<file path="src/rtl/div_iter.sv">
// Iterative radix-2 restoring divider (signed/unsigned) for the EX-stage DIV/DIVU path.
// One op accepted via valid/ready; quotient/remainder appear WIDTH+1 edges after accept.
module div_iter #(
  parameter int unsigned WIDTH = 32
) (
  input  logic             div_clk,
  input  logic             resetn,
  input  logic             div_valid,
  output logic             div_ready,
  input  logic             div_signed,
  input  logic             div_cancel,
  input  logic [WIDTH-1:0] x,
  input  logic [WIDTH-1:0] y,
  output logic [WIDTH-1:0] s,
  output logic [WIDTH-1:0] r,
  output logic             div_done
);

  localparam int unsigned CW = $clog2(WIDTH);

  typedef enum logic [1:0] {
    IDLE = 2'd0,
    CALC = 2'd1,
    FIX  = 2'd2
  } state_e;

  state_e           state_q, state_d;
  logic [CW-1:0]    count_q, count_d;
  logic [WIDTH-1:0] dq_q, dq_d;        // dividend shifting out, quotient shifting in
  logic [WIDTH-1:0] dvs_q, dvs_d;      // |divisor|
  logic [WIDTH-1:0] rem_q, rem_d;
  logic             neg_quo_q, neg_quo_d;
  logic             neg_rem_q, neg_rem_d;
  logic             div0_q, div0_d;
  logic [WIDTH-1:0] s_q, s_d;
  logic [WIDTH-1:0] r_q, r_d;
  logic             done_q, done_d;

  logic             accept;
  logic [WIDTH-1:0] x_abs, y_abs;
  logic [WIDTH:0]   rem_shift;
  logic             qbit;

  assign div_ready = (state_q == IDLE);
  assign accept    = div_valid && (state_q == IDLE) && !div_cancel;

  assign x_abs = (div_signed && x[WIDTH-1]) ? -x : x;
  assign y_abs = (div_signed && y[WIDTH-1]) ? -y : y;

  // The shifted remainder needs WIDTH+1 bits: |x| = 2^(WIDTH-1) and large unsigned
  // divisors can push it past WIDTH bits before the compare.
  assign rem_shift = {rem_q, dq_q[WIDTH-1]};
  assign qbit      = (rem_shift >= {1'b0, dvs_q});

  always_comb begin
    state_d   = state_q;
    count_d   = count_q;
    dq_d      = dq_q;
    dvs_d     = dvs_q;
    rem_d     = rem_q;
    neg_quo_d = neg_quo_q;
    neg_rem_d = neg_rem_q;
    div0_d    = div0_q;
    s_d       = s_q;
    r_d       = r_q;
    done_d    = 1'b0;

    unique case (state_q)
      IDLE: begin
        if (accept) begin
          dq_d      = x_abs;
          dvs_d     = y_abs;
          neg_quo_d = div_signed && (x[WIDTH-1] ^ y[WIDTH-1]);
          neg_rem_d = div_signed && x[WIDTH-1];
          div0_d    = (y == '0);
          rem_d     = '0;
          count_d   = '0;
          state_d   = CALC;
        end
      end

      CALC: begin
        if (div_cancel) begin
          state_d = IDLE;
          count_d = '0;
        end else begin
          rem_d = WIDTH'(qbit ? (rem_shift - {1'b0, dvs_q}) : rem_shift);
          dq_d  = {dq_q[WIDTH-2:0], qbit};
          if (count_q == CW'(WIDTH - 1)) begin
            count_d = '0;
            state_d = FIX;
          end else begin
            count_d = count_q + 1'b1;
          end
        end
      end

      FIX: begin
        state_d = IDLE;
        count_d = '0;
        // With a zero divisor every step subtracts nothing, so rem ends as |x| and
        // re-applying the dividend sign returns x unchanged; only s needs an override.
        if (!div_cancel) begin
          s_d    = div0_q ? '1 : (neg_quo_q ? -dq_q : dq_q);
          r_d    = neg_rem_q ? -rem_q : rem_q;
          done_d = 1'b1;
        end
      end

      default: begin
        state_d = IDLE;
        count_d = '0;
      end
    endcase
  end

  always_ff @(posedge div_clk or negedge resetn) begin
    if (!resetn) begin
      state_q   <= IDLE;
      count_q   <= '0;
      dq_q      <= '0;
      dvs_q     <= '0;
      rem_q     <= '0;
      neg_quo_q <= 1'b0;
      neg_rem_q <= 1'b0;
      div0_q    <= 1'b0;
      s_q       <= '0;
      r_q       <= '0;
      done_q    <= 1'b0;
    end else begin
      state_q   <= state_d;
      count_q   <= count_d;
      dq_q      <= dq_d;
      dvs_q     <= dvs_d;
      rem_q     <= rem_d;
      neg_quo_q <= neg_quo_d;
      neg_rem_q <= neg_rem_d;
      div0_q    <= div0_d;
      s_q       <= s_d;
      r_q       <= r_d;
      done_q    <= done_d;
    end
  end

  assign s        = s_q;
  assign r        = r_q;
  assign div_done = done_q;

endmodule
</file>
<file path="config.mk">
export PLATFORM = sky130hd
export DESIGN_NAME = div_iter
export DESIGN_NICKNAME = d
export VERILOG_FILES = /design/src/rtl/div_iter.sv
export SDC_FILE = /design/constraint.sdc
export NUM_CORES = 1
export LEC_CHECK = 0
export ABC_CLOCK_PERIOD_IN_PS = 3400
export CORE_ASPECT_RATIO = 1.1
export CORE_MARGIN = 2
export CORE_UTILIZATION = 45
export DETAILED_ROUTE_END_ITERATION = 8
export PLACE_DENSITY = 0.69
export SLEW_MARGIN = 20
export SYNTH_ARGS = -nofsm -noshare
export SYNTH_HDL_FRONTEND = slang
export SYNTH_SLANG_ARGS = --single-unit
</file>
<file path="constraint.sdc">
create_clock -name div_clk -period 3.4 [get_ports div_clk]
set_input_delay 0.68 -clock div_clk [delete_from_list [all_inputs] [get_ports div_clk]]
set_output_delay 0.68 -clock div_clk [all_outputs]
set_load 0.05 [all_outputs]
</file>
; Yosys cells after proc, flatten, opt, wreduce, memory -nomap -nowiden
; Cells that the tools add are included.
[totals]
ff_bits = 171
out_inout_bits = 66
wordCells = 61
[classes]
addsub = 6
n_lt_le_gt_ge = 1
n_eq_ne = 6
mux = 22
n_bitwise = 2
reduce_logical = 13
[op_table]
columns = operator, count
row1 = $mux W32, 10
row2 = $neg A32 Y32, 4
row3 = $pmux W32 S2, 2
row4 = $ge A33 B32 Y1, 1
row5 = $logic_not A32 Y1, 1
row6 = $sub A32 B32 Y32, 1
row7 = $mux W5, 3
row8 = $pmux W5 S2, 1
row9 = $mux W2, 3
row10 = $reduce_and A2 Y1, 3
row11 = $add A5 B1 Y5 const B, 1
row12 = $eq A5 B5 Y1 const B, 1
row13 = $logic_and A1 B1 Y1, 5
row14 = $pmux W2 S2, 1
row15 = $ne A3 B3 Y1 const B, 1
row16 = $reduce_and A3 Y1, 1
row17 = $eq A2 B1 Y1 const B, 1
row18 = $eq A2 B2 Y1 const B, 1
row19 = $logic_not A2 Y1, 1
row20 = $mux W1, 2
row21 = $ne A2 B1 Y1 const B, 1
row22 = $ne A2 B2 Y1 const B, 1
row23 = $reduce_bool A2 Y1, 1
row24 = $logic_not A1 Y1, 1
row25 = 2 further kinds, 2

; Logic depth before layout (Yosys ltp)
[depth]
depth_word = 5
mapped_depth = 15

; Worst setup path before layout
; Ideal clock, no wire load.
[synth_path]
path_kind = register to register
startpoint = register rem_q[10]
endpoint = register r_q[29], in the netlist r[29]
setup_time_ns = 0.137
t_arrival_ns = 3.095
required_time_ns = 3.263
path_slack_ns = 0.169
stages_incl_launch_ff = 10
n_path_buf = 0
period_less_slack_ns = 3.231
cell_sequence = dfrtp_1 -> or4_4 -> or3_1 -> or3_1 -> or4_4 -> or3_4 -> or2_4 -> o41ai_4 -> xor2_1 -> a21oi_1
[synth_via]
elab_chain_cells = 2
[synth_rtl]
columns = element, line
row1 = "start, declared", 31  ; logic [WIDTH-1:0] rem_q, rem_d;
row2 = "start signal, assigned", 135  ; rem_q <= rem_d;
row3 = $neg A32 Y32, 105  ; r_d = neg_rem_q ? -rem_q : rem_q;
row4 = $mux W32, 105
row5 = "end signal, assigned", 140  ; r_q <= r_d;
row6 = "end, declared", 36  ; logic [WIDTH-1:0] r_q, r_d;
; Every way passes these cells.
; A chain may end at the register's enable or synchronous reset.

; Worst setup path in the final report
; Ends and elaborated chain as after synthesis.

==> summary.md <==
| Metric | Value |
|---|---|
| Most frequent cells in the layout | `171 x nand2_1, 171 x dfrtp_1, 148 x o21ai_0, 146 x a21oi_1, 133 x clkdlybuf4s50_1` |
| Post-CTS Hold Buffers | `0` |
| Setup CP Type | `register to register` |
| I/O pins | `135` |
| Req. time, crit path | `between 3000 and 4000 ps` |
| Synth Flop Type | `dfrtp_1` |
| RD Place Congestion | `0.943` |
| EDFF count, synth | `0` |
| Initial antenna violation count | `0` |
| Synth Cell Area | `0.0110 mm^2` |
| RSZ-0062 raised after global routing | `yes` |
| I/O Buffers | `between 100 and 150` |
| Slew Limit Fails | `0` |
| H-Tree Depth | `4` |
| Global route overflow | `0` |
| FFs w/ async S/R, synth | `100%` |
| Slew HR | `30.5%` |
| Vias in the first global route | `9,583` |
| Least-Margin Pin Slew | `roughly 1000 ps` |
| Post-layout net count | `1,585` |
| Worst slack, placed | `-139 ps` |
| Site Rows | `60` |
| Clock tree buffer depth | `2` |
| Syn-to-layout area delta | `24.0%` |
| ANT nets after route | `0` |
| YS warnings | `0` |
| CP arrival | `about 3600 ps` |
| # Max-Cap Violations | `0` |
| Clock skew | `approximately 12 ps` |
| CP Launch Type | `register` |
| Critical Path Fanout Max | `3` |
| Adder-Cell Fraction of Synth Area | `under 10%` |
| R2R setup slack | `approximately 100 ps` |
| Setup TNS | `0 ps` |
| Clk Latency, worst-skew pair | `between 400 and 500 ps` |
| Post-synthesis mux area share | `a little under 2%` |
| Final Total Pwr | `about 9900 uW` |
| Core outline area | `around 0.024 mm^2` |
| XOR/XNOR Fraction of Synth Area | `11.4%` |
| First drt pass iteration count | `5` |
| Total leakage power | `roughly 0.006 uW` |
| Worst setup EP type | `register` |
| HP Class | `input pin to asynchronous set/reset pin` |
| Post-synthesis compound-gate area fraction | `roughly 21%` |
| Fin worst setup slack | `about 100 ps` |
| Starting DRC count in detailed routing | `just over 700` |
| Clk pin slew, worst setup/hold paths | `70 ps` |
| Pwr dens | `between 700 and 800 mW/mm^2` |
| Mapped Cells | `~1,300` |
| Max Freq | `303 MHz` |
| Ratio of final minimum period to clock period | `between 90% and 100%` |
| Global-route wire length before repair | `around 49,000 um` |
| TritonCTS Sinks | `around 170` |
| Outcome | `completed` |
| Total routed wirelength | `29,200 um` |
| Tot GR Track Use | `23.2%` |
| Final setup vio count | `0` |
| Die width | `~150 um` |
| Wire per inst | `approximately 16 um` |
| Largest family of logic cells by synthesized area | `compound AO/OA/AOI/OAI gates` |
| Die ar. | `0.0258 mm^2` |
| Num CTS Buffers | `17` |
| Maximum vdd drop | `approximately 0.41 mV` |
| Synthesized area per cell | `just over 8 um^2` |
| CTS tree | `built` |
| Layout cells sized above 1 | `~7.4%` |
| Simple-Gate Fraction of Synth Area | `between 10% and 20%` |
| DIE HEIGHT | `~170 um` |
| Mapped Nets | `~1,400` |
| Root buffer cell | `clkbuf_16` |
| Vias/cell | `5.52` |
| Antenna cells | `0` |
| Hpwl dp | `22,000 um` |
| Final hold violations | `0` |
| Drc violations | `0` |
| DR vias | `9,936` |
| Post-synthesis register bit count | `171` |
| Post-route minimum period | `3300 ps` |
| Largest net degree at the start of global routing | `99` |
| Placed inst area | `roughly 0.013 mm^2` |
| Design Area, Final | `between 0.01 and 0.015 mm^2` |
| Synth cell types | `57` |
| Seq/Total Area, Yosys | `between 30% and 40%` |
| Initial core utilization | `between 40% and 50%` |
## cell type report
class	count	area, um^2
clock inverters	15	190
clock buffers	17	425
well taps	310	388
flip-flops and latches	171	4280
multi-input cells	1042	6330
repair buffers	191	1860
fillers	2257	10600
inverters	54	203
## cells in the mapped netlist (all sizes together), types with 3 or more instances
cell type / instances / area (um^2)
a211oi: 8 / 60.1
a21o: 17 / 128
a21oi: 146 / 731
a31oi: 5 / 31.3
and2: 5 / 31.3
buf: 6 / 25.0
clkbuf: 64 / 240
dfrtp: 171 / 4280
ha: 38 / 475
inv: 54 / 203
mux2: 3 / 33.8
mux2i: 18 / 180
nand2: 171 / 642
nand2b: 8 / 50.1
nand3: 19 / 95.1
nand3b: 3 / 22.5
nand4: 11 / 68.8
nor2: 130 / 488
nor2b: 7 / 43.8
nor3: 17 / 85.1
nor3b: 4 / 30.0
nor4: 12 / 75.1
o211ai: 3 / 22.5
o21ai: 150 / 751
o21bai: 4 / 30.0
o22ai: 6 / 37.5
o31ai: 30 / 230
o41ai: 18 / 176
or3: 24 / 155
or4: 16 / 128
xnor2: 57 / 499
xor2: 86 / 753
## stage by stage
| stage | hold WS, ps | utilization (%) | instances |
|---|---|---|---|
| after floorplan | 384 | - | 1337 |
| after global placement | 461 | 53.7 | 1766 |
| after detailed placement | 471 | 53.7 | 1766 |
| after CTS | 339 | 56.3 | 1798 |
| after global routing | 337 | 56.4 | 1800 |
| final | 275 | 56.4 | 1800 |
## final timing paths
path                       cells past startpoint       from         to
setup / recovery                               9  rem_q[10]      r[29]
hold / removal                                 1     resetn   dq_q[25]
setup reg to reg                               9  rem_q[10]      r[29]
hold reg to reg                                2  dvs_q[23]  dvs_q[23]
max in group asynchronous                      2     resetn  rem_q[15]
min in group div_clk                           2  dvs_q[23]  dvs_q[23]
## layer usage
layer / wire length (um) / up-vias / GRT usage (%)
met5: 0 / - / 0
met4: 400 / 0 / 5.76
met3: 1380 / 22 / 3.06
met2: 13000 / 239 / 35.8
met1: 14400 / 4706 / 34.7
li1: - / 4969 / -
## flip-flops by register name, summed over array words and instances, names as in the netlist
name and flops:
dvs_q 32, neg_rem_q 1, div_done 1, dq_q 32, s 32, rem_q 32, neg_quo_q 1, r 32
state_q 2, div0_q 1, count_q 5
## logic make-up (layout without fill, tap and decap cells)
| logic type | Yosys count | in the layout |
|---|---|---|
| flip-flops | 171 | 171 |
| buffers and inverters | 124 | 277 |
| multiplexers | 21 | 21 |
| AO/OA/AOI/OAI | 407 | 407 |
| adder cells (fa/ha/maj) | 39 | 39 |
| AND/OR/NAND/NOR | 432 | 432 |
| XOR/XNOR | 143 | 143 |
## timing repair
action,CTS,global route
setup endpoints to repair,0,2
resized for setup,0,3
buffers inserted,0,2
## report_power, final
group / leakage [uW] / internal (uW) / switching [uW] / total (uW)
combinational: 0.00346 / 2190 / 2740 / 4930
clock: 0.000303 / 1070 / 958 / 2030
sequential: 0.00226 / 2380 / 531 / 2910
total: 0.00602 / 5640 / 4230 / 9870
## worst max-delay path, cell delays in order (launching register included)
cell and delay (ps):
dfrtp_1 370, or4_4 550, or3_4 350, or3_4 370
or4_4 440, or3_4 350, or2_4 270, o41ai_4 210
xor2_1 170, a21oi_1 80
Note: power is estimated with default switching activity, not from simulation.
